## src/rtl/seg_pkg.sv

```systemverilog
// seg_pkg: shared constants and types for the 4-digit 7-segment scan driver.
//   SEG_ZERO    - pattern for numeral 0 (bit 6 = seg a ... bit 0 = seg g, active-high)
//   SEG_OFF     - pattern with every segment dark (before polarity is applied)
//   NUM_DIGITS  - digits on the panel
//   seg_state_e - scan slot phase: StDead (all anodes off) / StShow (one digit lit)
package seg_pkg;

    localparam int unsigned NUM_DIGITS = 4;
    localparam logic [6:0]  SEG_ZERO   = 7'h7E;
    localparam logic [6:0]  SEG_OFF    = 7'h00;

    typedef enum logic {
        StDead = 1'b0,
        StShow = 1'b1
    } seg_state_e;

endpackage

```

## src/rtl/seg_scan_timer.sv

```systemverilog
// seg_scan_timer: prescaler, digit index and DEAD/SHOW slot decode for the scan driver.
// Ports:
//   clk, rst_n    - clock, asynchronous active-low reset
//   en_i          - scan enable; low holds the scan at digit 0, DEAD phase
//   digit_o       - digit currently being scanned
//   show_o        - current slot is in its SHOW phase
//   wrap_o        - this cycle is the digit 3 -> digit 0 wrap (frame boundary)
//   frame_done_o  - registered one-cycle pulse following the wrap
module seg_scan_timer
    import seg_pkg::*;
#(
    parameter int unsigned REFRESH_DIV = 100000,
    parameter int unsigned DEAD_CYC    = 500
) (
    input  logic       clk,
    input  logic       rst_n,
    input  logic       en_i,
    output logic [1:0] digit_o,
    output logic       show_o,
    output logic       wrap_o,
    output logic       frame_done_o
);

    localparam int unsigned PW = (REFRESH_DIV > 1) ? $clog2(REFRESH_DIV) : 1;
    localparam logic [PW-1:0] TERM = PW'(REFRESH_DIV - 1);
    localparam logic [PW-1:0] DEAD = PW'(DEAD_CYC);

    logic [PW-1:0] presc_q, presc_d;
    logic [1:0]    digit_q, digit_d;
    seg_state_e    state_q, state_d;
    logic          frame_done_q, frame_done_d;
    logic          terminal;

    always_comb begin
        terminal     = (presc_q == TERM);
        presc_d      = presc_q + PW'(1);
        digit_d      = digit_q;
        frame_done_d = 1'b0;
        if (!en_i) begin
            presc_d = '0;
            digit_d = '0;
        end else if (terminal) begin
            presc_d      = '0;
            digit_d      = digit_q + 2'd1;
            frame_done_d = (digit_q == 2'd3);
        end
        // State tracks the prescaler value it will sit beside next cycle.
        state_d = (presc_d < DEAD) ? StDead : StShow;
    end

    always_ff @(posedge clk or negedge rst_n) begin
        if (!rst_n) begin
            presc_q      <= '0;
            digit_q      <= '0;
            state_q      <= StDead;
            frame_done_q <= 1'b0;
        end else begin
            presc_q      <= presc_d;
            digit_q      <= digit_d;
            state_q      <= state_d;
            frame_done_q <= frame_done_d;
        end
    end

    assign digit_o      = digit_q;
    assign show_o       = (state_q == StShow);
    assign wrap_o       = en_i && terminal && (digit_q == 2'd3);
    assign frame_done_o = frame_done_q;

endmodule

```

## src/rtl/seg_scan_mux.sv

```systemverilog
// seg_scan_mux: time-multiplexed 4-digit 7-segment display driver with dead time
// between digits and frame-atomic display updates.
// Optional feature: define SEG_SCAN_BLANK_LZ_EN for leading-zero blanking.
// Ports:
//   clk, rst_n  - clock, asynchronous active-low reset
//   en          - display enable; low blanks and restarts the scan at digit 0
//   load        - strobe capturing seg_in into the pending register
//   seg_in      - packed patterns, [27:21] digit3 ... [6:0] digit0
//   seg_out     - shared segment bus (inverted when SEG_ACTIVE_LOW)
//   an_n        - active-low anode enables, an_n[k] = digit k
//   frame_done  - one-cycle pulse when the digit-3 slot ends
module seg_scan_mux
    import seg_pkg::*;
#(
    parameter int unsigned REFRESH_DIV    = 100000,
    parameter int unsigned DEAD_CYC       = 500,
    parameter bit          SEG_ACTIVE_LOW = 1'b1
) (
    input  logic        clk,
    input  logic        rst_n,
    input  logic        en,
    input  logic        load,
    input  logic [27:0] seg_in,
    output logic [6:0]  seg_out,
    output logic [3:0]  an_n,
    output logic        frame_done
);

    localparam logic [6:0] SEG_BLANK = SEG_ACTIVE_LOW ? ~SEG_OFF : SEG_OFF;

    logic [27:0] pending_q, pending_d;
    logic [27:0] active_q, active_d;
    logic        pend_valid_q, pend_valid_d;
    logic [3:0]  an_n_q, an_n_d;
    logic [6:0]  seg_out_q, seg_out_d;

    logic [1:0]            digit;
    logic                  show;
    logic                  wrap;
    logic [6:0]            pat [NUM_DIGITS];
    logic [NUM_DIGITS-1:0] blank;

    seg_scan_timer #(
        .REFRESH_DIV (REFRESH_DIV),
        .DEAD_CYC    (DEAD_CYC)
    ) u_timer (
        .clk          (clk),
        .rst_n        (rst_n),
        .en_i         (en),
        .digit_o      (digit),
        .show_o       (show),
        .wrap_o       (wrap),
        .frame_done_o (frame_done)
    );

    // Transfer reads the old pending before a coincident load overwrites it,
    // so a load on the wrap cycle waits for the following frame.
    always_comb begin
        pending_d    = pending_q;
        pend_valid_d = pend_valid_q;
        active_d     = active_q;
        if (wrap && pend_valid_q) begin
            active_d     = pending_q;
            pend_valid_d = 1'b0;
        end
        if (load) begin
            pending_d    = seg_in;
            pend_valid_d = 1'b1;
        end
    end

    always_comb begin
        for (int k = 0; k < NUM_DIGITS; k++) begin
            pat[k] = active_q[7*k +: 7];
        end
    end

`ifdef SEG_SCAN_BLANK_LZ_EN
    // A digit is blanked only if it and every higher digit show numeral 0.
    always_comb begin
        blank    = '0;
        blank[3] = (pat[3] == SEG_ZERO);
        blank[2] = blank[3] && (pat[2] == SEG_ZERO);
        blank[1] = blank[2] && (pat[1] == SEG_ZERO);
    end
`else
    always_comb begin
        blank = '0;
    end
`endif

    // en is folded in so the outputs go dark on the first edge with en low.
    always_comb begin
        an_n_d    = 4'hF;
        seg_out_d = SEG_BLANK;
        if (en && show && !blank[digit]) begin
            an_n_d    = ~(4'b0001 << digit);
            seg_out_d = SEG_ACTIVE_LOW ? ~pat[digit] : pat[digit];
        end
    end

    always_ff @(posedge clk or negedge rst_n) begin
        if (!rst_n) begin
            pending_q    <= '0;
            active_q     <= '0;
            pend_valid_q <= 1'b0;
            an_n_q       <= 4'hF;
            seg_out_q    <= SEG_BLANK;
        end else begin
            pending_q    <= pending_d;
            active_q     <= active_d;
            pend_valid_q <= pend_valid_d;
            an_n_q       <= an_n_d;
            seg_out_q    <= seg_out_d;
        end
    end

    assign an_n    = an_n_q;
    assign seg_out = seg_out_q;

endmodule

```

## config.mk

```make
export PLATFORM = sky130hd
export DESIGN_NAME = seg_scan_mux
export DESIGN_NICKNAME = d
export VERILOG_FILES = /design/src/rtl/seg_pkg.sv /design/src/rtl/seg_scan_timer.sv /design/src/rtl/seg_scan_mux.sv
export SDC_FILE = /design/constraint.sdc
export NUM_CORES = 1
export LEC_CHECK = 0
export ABC_AREA = 0
export CELL_PAD_IN_SITES_DETAIL_PLACEMENT = 1
export CELL_PAD_IN_SITES_GLOBAL_PLACEMENT = 1
export CORE_UTILIZATION = 50
export CTS_CLUSTER_SIZE = 40
export DETAILED_ROUTE_END_ITERATION = 6
export GPL_ROUTABILITY_DRIVEN = 1
export PLACE_DENSITY = 0.88
export SETUP_SLACK_MARGIN = 0.4
export SKIP_LAST_GASP = 1
export SLEW_MARGIN = 40
export SYNTH_ARGS = -nofsm -noshare
export SYNTH_HDL_FRONTEND = slang
export SYNTH_SLANG_ARGS = --single-unit
```

## constraint.sdc

```tcl
create_clock -name clk -period 3.85 [get_ports clk]
set_input_delay 0.385 -clock clk [delete_from_list [all_inputs] [get_ports clk]]
set_output_delay 0.385 -clock clk [all_outputs]
set_load 0.01 [all_outputs]
```

### Word-level counts from Yosys, hierarchy flattened

Index checks and enable logic that the tools add are counted.

* flip-flop bits (word level): 89
* logic and storage cells: 44
* output and inout bits: 12
* input port bits: 32

* reduce and logical (&&, ||, !) cells: 7
* equality and inequality tests: 3
* add/subtract/negate cells: 2
* bitwise logic cells: 3
* $lt $le $gt $ge: 3
* muxes and demuxes: 16
* shift-type cells: 1

Operator list (number)
* 17-bit 2-to-1 mux: 2
* 7-bit 2-to-1 mux: 3
* 17-bit by 1-bit adder with 17-bit output, second input constant: 1
* 17-bit == test, second input constant: 1
* 17-bit by 9-bit less-than comparator with 1-bit output, second input constant: 1
* 7-bit binary-select mux with 2-bit select: 1
* 7-bit NOT: 1
* 1-bit 2-to-1 mux: 6
* 1-bit logical AND: 5
* 2-bit 2-to-1 mux: 2
* 4-bit 2-to-1 mux: 1
* 4-bit NOT: 1
* 1-bit by 2-bit << shifter with 4-bit output, first input constant: 1
* 3-bit greater-or-equal comparator, second input constant: 1
* 2-bit by 3-bit less-than comparator with 1-bit output, second input constant: 1
* 2-bit NOT with 3-bit output: 1
* 2-bit by 1-bit adder with 2-bit output, second input constant: 1
* 1-bit binary-select mux with 2-bit select: 1
* 2-bit == test, second input constant: 1
* 2-bit by 1-bit != test with 1-bit output, second input constant: 1
* 2-bit nonzero test: 1
* 1-bit zero test: 1

### Longest topological paths before layout

Gate-level depths: netlist of run 1.

* word-level depth: 6
* depth in mapped cells: 8

### Hierarchy

Synthesis of run 1 repeated with hierarchy kept, for this count alone.

* cells, all modules: 292
* area total of the unflattened synthesis: 4122.7 sq um

By module, submodules not included
* seg_scan_mux: area an instance 2771.4 sq um, cells an instance 161, times used 1
* seg_scan_timer: area an instance 1351.3 sq um, cells an instance 131, times used 1

### Least setup slack after synthesis of run 1

No wires, ideal clock.

* path kind: register -> register
* start: reg u_timer.presc_q[9]
* end: reg active_q[10]
* library setup time: 0.125 ns
* cell stages (with the launch flop): 8
* required time: 3.725 ns
* arrival: 1.762 ns
* slack: 1.963 ns
* cell sequence: dfrtp_1 > nand2_2 > nor4b_2 > and4_4 > nand3_4 > nor2_8 > buf_12 > mux2_4

* cells in the longest elaborated chain, start to end: 4

Ends and longest elaborated chain
* start: declaration: line seg_scan_timer.sv:28 `logic [PW-1:0] presc_q, presc_d;`
* start signal: assignment: line seg_scan_timer.sv:58 `presc_q <= presc_d;`
* 17-bit == test: line seg_scan_timer.sv:35 `terminal = (presc_q == TERM);`
* 1-bit logical AND (2 in series): line seg_scan_timer.sv:67 `assign wrap_o = en_i && terminal && (digit_q == 2'd3);`
* 1-bit logical AND: line seg_scan_mux.sv:62 `if (wrap && pend_valid_q) begin`
* end signal: assignment: line seg_scan_mux.sv:111 `active_q <= active_d;`
* end: declaration: line seg_scan_mux.sv:32 `logic [27:0] active_q, active_d;`

No other way between the ends.
A chain may end at the register's enable or synchronous reset.

### Final worst setup path of run 1

* start: reg u_timer.presc_q[0]
* end: reg active_q[3]

Same word-level chain as after synthesis.

==> results of run 1 <==
synthesized netlist by cell type, types with 2 or more instances:
cell type / instances
mux2_4: 20
nand2_1: 23
mux2i_1: 2
dfstp_2: 11
xnor2_1: 9
nand4_1: 8
clkbuf_1: 7
nor3_1: 5
nor4_1: 3
nor2b_1: 3
mux2_2: 36
dfrtp_1: 78
inv_1: 3
ha_1: 5
buf_4: 3
mux4_2: 7
buf_12: 2
nor2_1: 23
buf_2: 3
a31oi_1: 2
a21oi_1: 2
nand3_1: 6
xor2_1: 9
and2_1: 3
per-stage QoR:
stage | instances | area (um^2) | hold slack [ps]
6_report | 442 | 4690 | 65.4
5_1_grt | 442 | 4690 | 119
4_1_cts | 442 | 4690 | 118
3_5_place_dp | 426 | 4490 | 490
3_3_place_gp | 426 | 4490 | 467
2_1_floorplan | 297 | 4040 | 89.4
worst register-to-register path: cells and delay by family (launching register included):
kind | cells | cell delay (ps)
mux | 1 | 430
flops | 1 | 410
fa+ha+maj | 1 | 430
simple gates | 5 | 1250
logic make-up (layout without fill, tap and decap cells):
group | after synthesis | after routing | share of synthesized area
simple gates | 88 | 88 | 0.120
buf+inv | 20 | 63 | 0.0307
xor+xnor | 18 | 18 | 0.0390
mux | 65 | 65 | 0.219
compound gates | 12 | 12 | 0.0220
fa+ha+maj | 5 | 5 | 0.0155
flops | 89 | 89 | 0.555
worst max path at each step:
stage | slack, ps | endpoint | depth (start not counted)
after floorplan | 1960 | active_q[10] | 7
after global placement | 1410 | active_q[3] | 7
after detailed placement | 1230 | active_q[3] | 7
after CTS | 1210 | active_q[3] | 7
after global routing | 1060 | active_q[3] | 7
final | 1210 | active_q[3] | 7
sequential cells by signal (all words and copies together) (netlist names):
signal and cells:
u_timer.presc_q 17, pending_q 28, pend_valid_q 1, u_timer.digit_o 2, active_q 28, seg_out 7
u_timer.show_o 1, an_n 4, u_timer.frame_done_o 1
cell type report:
cell class / count / area, um^2 / share of cell area
clock inverter: 6 / 67.6 / 0.0144
tap: 102 / 128 / 0.0272
multi-input combinational: 188 / 1680 / 0.357
sequential: 89 / 2240 / 0.478
timing repair buffer: 44 / 442 / 0.0941
clock buffer: 10 / 128 / 0.0272
inverter: 3 / 11.3 / 0.00240
power by group through the flow:
stage                     combinational, mW  clock [mW]  sequential (mW)
after floorplan                      0.0495           0            0.996
after global placement                0.101           0             1.00
after detailed placement              0.108           0             1.01
after CTS                             0.108       0.658            0.989
after global routing                  0.117       0.700            0.994
final                                 0.106       0.645            0.989
cells in the final DEF, fill, tap and decap left out, drive strengths merged, types with 8 or more instances in the layout:
cell type	n
nand2	24
nand4	8
clkdlybuf4s50	42
mux2	56
xor2	9
dfrtp	78
nor2	25
clkbuf	11
dfstp	11
xnor2	9
per-layer routing:
| metal | up-vias | track usage | share of wire |
|---|---|---|---|
| met5 | - | 0 | 0 |
| met4 | 0 | 0.0833 | 0.017 |
| met3 | 12 | 0.0365 | 0.025 |
| met2 | 49 | 0.396 | 0.54 |
| met1 | 1281 | 0.289 | 0.42 |
| li1 | 1115 | - | - |
==> metrics.md, run 1 <==
| Metric | Value |
|---|---|
| Outcome | finished clean |
| Syn_area_per_cell | 13.6 um^2 |
| 1st-pass router iterations | 4 |
| Share of total power in the clock network | 0.371 |
| Worst Hold Class | primary input to asynchronous set/reset pin |
| Peak supply drop | 0.192 mV |
| Crit path largest cell delay | 520 ps |
| CTS tree | done |
| Slew Viols, Final | 0 |
| Starting Density | 0.520 |
| Minimum clock period | 2640 ps |
| Setup TNS | 0 ps |
| Post-synthesis sequential area ratio | 0.555 |
| Crit path arrival time | between 2000 and 3000 ps |
| Layout cells sized above 1 | 0.297 |
| CTS Buffer Depth | 2 |
| Die ar. | 8440 um^2 |
| N_diodes | 0 |
| Area leader, netlist | dfrtp_1 |
| DRC | 0 |
| Pwr Density | 371 nW/um^2 |
| Post-CTS setup buffers | 0 |
| Seq pwr share | 0.568 |
| CTS Sinks | 89 |
| RSZ-0062 raised after global routing | no |
| Fill cells | 773 |
| Post-synth EDFFs | 0 |
| Cts repair resizes | 0 |
| Max cap viols | 0 |
| Io pins | 44 |
| Leakage | 1.96 nW |
| Worst-margin pin slew | between 700 and 800 ps |
| H-Tree Depth | 3 |
| Antenna violations before repair | 0 |
| Switching share of power | 0.236 |
| CP max stage cell | nor2_8 |
| Top cells by area, synth | dfrtp_1 48%, mux2_2 10%, mux2_4 7.4% |
| Main flop type after synthesis | dfrtp_1 |
| Setup Slack @ Placement | 1230 ps |
| Synth top area share | 0.483 |
| Worst EP required | 4080 ps |
| Final core occ | 0.604 |
| CTS buffer count | 9 |
| Largest net degree at the start of global routing | 90 |
| Crit Path Max Fanout | 28 |
| PnR Total Power | 1.74 mW |
| Clock root buffer | clkbuf_8 |
| Final Hold Viols | 0 |
| Slew headroom | 0.499 |
| CP Launch Point | u_timer.presc_q[0] |
| Core area | 7770 um^2 |
| Syn nets | 334 |
| Routed WL | roughly 8500 um |
| Final-report setup violation count | 0 |
| Asr flop ratio synth | 1.00 |
| Area Overhead vs Synth | 16.1% |
| Congestion Overflow GR | 0 |
| Final Skew | 12.0 ps |
| Routed len/inst | 19.3 um |
| WS Path Type | register to register |
| Yosys warns | 0 |
| Crit. End Element | register |
| GPL Wtd Cong | roughly 0.80 |
| Worst path cell trace | ha_1, nand2_1, nor2_4, and4_4, nand3_4, nor2_8, mux2_2 |
| Die height | slightly above 90 um |
| Yosys reg bits | 89 |
| Total GRT Usage | 0.228 |
| P_sw | slightly above 400 uW |
| Pint | approximately 1.3 mW |
| Die width | approximately 92 um |
| Combinational Power Share | 0.061 |
| Syn Std Cell Area | 4040 um^2 |
| Cts hold-fix bufs | 0 |
| Reg2reg end | active_q[3] |
| Clk Latency, worst-skew pair | 350 ps |
| Crit-path leading delay family | simple AND/OR/NAND/NOR gates |
| Post-synthesis cell count | between 200 and 300 |
| Port-buffer cells | 43 |
| Vias per cell | between 5 and 6 |
| Starting DRT DRC Count | 115 |
| Std-Cell Rows | 32 |
| Vias in the first global route | ~2800 |
| Via count | 2457 |
| CP Launch Type | register |
| Routed Antenna Nets | 0 |
| Period utilisation layout | 0.686 |
| Post-route setup slack | 1210 ps |
| Nets | 372 |
| Worst-path clk slew | 90 ps |
| Buf+Inv Stages, Crit Path | 0 |
| Peak Freq | 379 MHz |
| Cell variety after synth | 48 |
| Global-route wire length before repair | 14500 um |
| Reg2reg start | u_timer.presc_q[0] |
| R2r setup slk | ~1200 ps |
| Dpl hpwl | 5890 um |
| R2R depth | 7 |
Note: power is estimated with default switching activity, not from simulation.
==> inputs of run 2 (changes only) <==
--- a/config.mk
+++ b/config.mk
@@ -8,11 +8,11 @@
 export ABC_AREA = 0
 export CELL_PAD_IN_SITES_DETAIL_PLACEMENT = 1
 export CELL_PAD_IN_SITES_GLOBAL_PLACEMENT = 1
-export CORE_UTILIZATION = 50
+export CORE_UTILIZATION = 42
 export CTS_CLUSTER_SIZE = 40
 export DETAILED_ROUTE_END_ITERATION = 6
 export GPL_ROUTABILITY_DRIVEN = 1
-export PLACE_DENSITY = 0.88
+export PLACE_DENSITY = 0.79
 export SETUP_SLACK_MARGIN = 0.4
 export SKIP_LAST_GASP = 1
 export SLEW_MARGIN = 40
==> constraint.sdc (replaced) <==
create_clock -name clk -period 2.1 [get_ports clk]
set_input_delay 0.21 -clock clk [delete_from_list [all_inputs] [get_ports clk]]
set_output_delay 0.21 -clock clk [all_outputs]
set_load 0.01 [all_outputs]
==> metrics.md, run 2 (same netlist as run 1, synthesis figures left out) <==
| Metric | Value |
|---|---|
| Outcome | finished clean |
| 1st-pass router iterations | 5 |
| Largest net degree at the start of global routing | 48 |
| Peak supply drop | roughly 0.32 mV |
| PnR Total Power | approximately 3.3 mW |
| P_sw | 808 uW |
| Final Non-Filler Cells | 515 |
| Peak Freq | 485 MHz |
| CTS tree | done |
| Via count | roughly 2700 |
| Routed len/inst | around 20 um |
| Core area | 9280 um^2 |
| Switching share of power | 0.247 |
| H-Tree Depth | 3 |
| GRT met1 Usage | 0.278 |
| Final Hold Viols | 0 |
| Antenna violations before repair | 0 |
| Share of total power in the clock network | 0.376 |
| Layout cells sized above 1 | 0.443 |
| Final core occ | 0.572 |
| Routed Antenna Nets | 0 |
| Std-Cell Rows | 35 |
| Minimum clock period | around 2100 ps |
| Clock root buffer | clkbuf_8 |
| CTS Sinks | between 80 and 90 |
| Final Instance Area | 5310 um^2 |
| Crit path arrival time | 2320 ps |
| WS Path Type | register to register |
| Global-route wire length before repair | 15100 um |
| Starting Density | 0.435 |
| Tightest hold margin | 378 ps |
| Most common cell after layout, fill and taps aside | dfrtp_1 |
| Combinational Power Share | 0.071 |
| Period utilisation layout | 0.982 |
| Dpl hpwl | 6160 um |
| Clk Latency, worst-skew pair | 370 ps |
| DRC | 0 |
| Crit path largest cell delay | between 400 and 500 ps |
| Slew Viols, Final | 0 |
| Vias in the first global route | 2767 |
| RSZ-0062 raised after global routing | yes |
| Starting DRT DRC Count | 149 |
| Worst EP required | between 2000 and 2500 ps |
| GR Util met2 | 0.330 |
| Worst path cell trace | nor2_2, nor4b_4, and4_4, nand3_4, nor2_8, buf_12, mux2_2 |
| CTS Buffer Depth | 2 |
| N_diodes | 0 |
| Pint | 2.47 mW |
| Most frequent cells in the layout | 77 x dfrtp_1, 42 x clkdlybuf4s50_1, 36 x mux2_2 |
| Worst-path clk slew | approximately 90 ps |
| Total GRT Usage | 0.205 |
| Crit Path Max Fanout | 15 |
| Worst Hold Class | primary input to asynchronous set/reset pin |
| Dpl cells | around 470 |
| Top Registers | active_q: 28 flops, pending_q: 28 flops, u_timer.presc_q: 17 flops |
| Nets | 418 |
| Routed WL | 10200 um |
| Die height | roughly 100 um |
| Worst-margin pin slew | 584 ps |
| Die width | 100 um |
| Vias per cell | 5.18 |
| Final-report setup violation count | 0 |
| GPL Wtd Cong | 0.797 |
| CP max stage cell | dfrtp_1 |
| Max cap viols | 0 |
| CTS buffer count | 9 |
| Die ar. | roughly 10000 um^2 |
| Leakage | 2.22 nW |
| Area Overhead vs Synth | 31.4% |
| Congestion Overflow GR | 0 |
| GRT busiest layer | met2 |
| Pwr Density | 617 nW/um^2 |
| Crit. End Element | register |
| Slew headroom | 0.611 |
| Io pins | 44 |
| Placed Area | 4700 um^2 |
| Port-buffer cells | 43 |
| CP Launch Type | register |
| GR Util met3 | 0.0481 |
| Seq pwr share | 0.553 |
| Final Skew | 15.2 ps |
## run 2: cell types whose count changed in the layout (fill, tap and decap cells not counted), sizes merged
cell	delta
clkbuf	-1
dlygate4sd3	+1
clkinv	-1
inv	+1
buf	+46
## run 2: layer usage
layer	part of all wire	up-vias
li1	-	1208
met2	0.50	58
met4	0.027	0
met1	0.44	1381
met3	0.028	19
met5	0	-
## run 2: power by group through the flow
stage / registers [mW] / logic [mW] / clock network (mW)
after floorplan: 1.83 / 0.0910 / 0
after global placement: 1.84 / 0.201 / 0
after detailed placement: 1.85 / 0.211 / 0
after CTS: 1.81 / 0.221 / 1.24
after global routing: 1.82 / 0.252 / 1.33
final: 1.81 / 0.231 / 1.23
## run 2: path summary, 6_finish.rpt
kind                                      from                  end  slack (ps)  cells after the start
max                        u_timer.presc_q[12]          active_q[4]          40                      7
min                                      rst_n  u_timer.presc_q[14]         380                      2
max reg2reg                u_timer.presc_q[12]          active_q[4]          40                      7
min reg2reg                       active_q[27]         active_q[27]         510                      1
max in group asynchronous                rst_n              an_n[3]        1000                      3
min in group clk                    seg_in[22]        pending_q[22]         450                      2
## run 2: cell type report
type,instances,area (um^2)
Fill cell,934,3980
Clock buffer,10,128
Multi-Input combinational cell,188,1810
Inverter,3,11.3
Timing Repair Buffer,90,887
Tap cell,129,161
Clock inverter,6,71.3
Sequential cell,89,2240
## run 2: timing repair
item                                    4_1_cts  5_1_grt
buffers inserted                             14       11
hold buffers                                  1        0
pin swaps                                     3       20
cloned                                        1        0
endpoints found under the hold margin        42        0
endpoints found under the setup margin       47       47
gates resized for setup                       8       36
## run 2: metrics by stage
stage	worst slack (ps)	setup TNS [ps]
after floorplan	213	0
after global placement	170	0
after detailed placement	104	0
after CTS	179	0
after global routing	-22.1	-172
final	37.1	0
## run 2: critical path: cells and delay by family (launching register included)
family / cells / cell delay, ps
AND/OR/NAND/NOR: 5 / 980
flip-flops: 1 / 430
multiplexers: 1 / 350
buffers and inverters: 1 / 190
==> inputs of run 3 (changes only) <==
--- a/config.mk
+++ b/config.mk
@@ -8,6 +8,7 @@
 export ABC_AREA = 0
 export CELL_PAD_IN_SITES_DETAIL_PLACEMENT = 1
 export CELL_PAD_IN_SITES_GLOBAL_PLACEMENT = 1
+export CORE_MARGIN = 1.5
 export CORE_UTILIZATION = 42
 export CTS_CLUSTER_SIZE = 40
 export DETAILED_ROUTE_END_ITERATION = 6
==> metrics.md, run 3 (same netlist as run 1, synthesis figures left out) <==
| Metric | Value |
|---|---|
| Outcome | finished clean |
| Routed len/inst | 18.5 um |
| Peak supply drop | 0.371 mV |
| Max cap viols | 0 |
| Via count | 2629 |
| 1st-pass router iterations | 4 |
| Fill cells | 951 |
| Die ar. | just over 10000 um^2 |
| Share of total power in the clock network | 0.368 |
| Core area | 9280 um^2 |
| P_sw | 850 uW |
| Layout cells sized above 1 | 0.395 |
| Final Skew | 20.7 ps |
| Met1 Routed Length | 4140 um |
| Largest net degree at the start of global routing | 68 |
| Pint | 2.36 mW |
| Final Instance Area | 5190 um^2 |
| Vias in the first global route | 2728 |
| Metal3 WL | 292 um |
| Final Hold Viols | 0 |
| Reg2reg end | active_q[17] |
| Uppermost routed layer | met4 |
| Met2 WL | roughly 4900 um |
| R2r setup slk | 100 ps |
| CP Launch Point | u_timer.presc_q[12] |
| Starting DRT DRC Count | 108 |
| Pwr Density | 619 nW/um^2 |
| Setup Slack @ Placement | between 70 and 80 ps |
| Routed WL | between 9000 and 10000 um |
| N_diodes | 0 |
| Routed Antenna Nets | 0 |
| Die width | 101 um |
| Worst-margin pin slew | 467 ps |
| CTS buffer count | 9 |
| Area Overhead vs Synth | 28.4% |
| R2R depth | 8 |
| Slew Viols, Final | 0 |
| Clk Latency, worst-skew pair | 390 ps |
| Most frequent cells in the layout | 72 x dfrtp_1, 42 x clkdlybuf4s50_1, 31 x mux2_2, 31 x buf_4, 25 x mux2_4 |
| Crit Path Max Fanout | 4 |
| Tightest hold margin | 259 ps |
| Post-route setup slack | 98.5 ps |
| Crit path arrival time | 2290 ps |
| Reg2reg start | u_timer.presc_q[12] |
| Port-buffer cells | 43 |
| Clock root buffer | clkbuf_8 |
| Switching share of power | 0.265 |
| Seq pwr share | 0.564 |
| CP Launch Type | register |
| RSZ-0062 raised after global routing | yes |
| Final-report setup violation count | 0 |
| Combinational Power Share | 0.068 |
| Worst EP required | 2390 ps |
| Crit. End Element | register |
| Top Registers | active_q: 28 flops, pending_q: 28 flops, u_timer.presc_q: 17 flops |
| Worst Hold Class | primary input to asynchronous set/reset pin |
| CTS Buffer Depth | 2 |
| Starting Density | 0.435 |
| Placed Area | 4690 um^2 |
| H-Tree Depth | 3 |
| Total GRT Usage | 0.194 |
| Minimum clock period | 2000 ps |
| Slew headroom | 0.688 |
| Vias per cell | 5.17 |
| Most common cell after layout, fill and taps aside | dfrtp_1 |
| Worst-path clk slew | about 120 ps |
| Std-Cell Rows | 35 |
| Io pins | between 40 and 50 |
| Die height | 101 um |
| CTS tree | done |
| Dpl hpwl | 5950 um |
| Congestion Overflow GR | 0 |
| CTS Sinks | 89 |
| Period utilisation layout | 0.953 |
| GPL Wtd Cong | 0.770 |
| WS Path Type | register to register |
| Leakage | 2.20 nW |
| Peak Freq | between 400 and 500 MHz |
| Global-route wire length before repair | 14600 um |
| Crit path to | active_q[17] |
| Antenna violations before repair | 0 |
| DRC | 0 |
| Setup TNS | 0 ps |
| Nets | 412 |
[run 3: cell types whose count changed in the layout (fill, tap and decap cells not counted), sizes merged]
cell | before | now
buf | 47 | 40
inv | 6 | 8
bufinv | 1 | 0
clkinv | 0 | 1
clkinvlp | 2 | 1
[run 3: cell type report]
cell class | instances | area, um^2 | share of cell area
multi-input cells | 188 | 1720 | 0.331
clock buffers | 9 | 124 | 0.0239
clock inverters | 7 | 67.6 | 0.0130
repair buffers | 84 | 861 | 0.166
well taps | 129 | 161 | 0.0311
flip-flops and latches | 89 | 2250 | 0.433
inverters | 3 | 11.3 | 0.00217
[run 3: per-layer routing]
layer,GRT usage,vias up
met5,0,-
met4,0.0609,0
met3,0.0499,10
met2,0.319,58
met1,0.251,1364
li1,-,1197
[run 3: worst min-delay path by stage]
| stage | end | depth (start not counted) |
|---|---|---|
| 2_1_floorplan | active_q[0] | 0 |
| 3_3_place_gp | u_timer.presc_q[15] | 1 |
| 3_5_place_dp | u_timer.presc_q[15] | 1 |
| 4_1_cts | u_timer.presc_q[15] | 2 |
| 5_1_grt | u_timer.presc_q[14] | 2 |
| 6_report | u_timer.presc_q[14] | 2 |
[run 3: metrics by stage]
step / util / power (mW) / cells
global placement: 0.505 / 2.04 / 472
detailed placement: 0.505 / 2.05 / 472
CTS: 0.545 / 3.24 / 501
floorplan: - / 1.92 / 297
finish: 0.559 / 3.21 / 509
global route: 0.559 / 3.33 / 509
[run 3: power groups by stage]
stage	Sequential (mW)	Clock [mW]	Combinational, mW
2_1_floorplan	1.83	0	0.0910
3_3_place_gp	1.84	0	0.200
3_5_place_dp	1.84	0	0.208
4_1_cts	1.81	1.21	0.217
5_1_grt	1.82	1.27	0.238
6_report	1.81	1.18	0.217
[run 3: critical path, stage by stage, from the launching register on]
cell and delay [ps]:
dfrtp_1 410, nor2_2 150, nor4b_4 220, and4_4 270, nand3_4 100, nor2_8 180, buf_12 140, clkbuf_16 140
mux2_4 300
[run 3: repair_timing]
action / in CTS / in global routing
resized for setup: 8 / 14
cloned: 2 / 1
setup buffers: 10 / 7
hold endpoints to repair: 20 / 0
hold buffers: 1 / 0
pin swaps: 2 / 5
setup endpoints to repair: 45 / 46
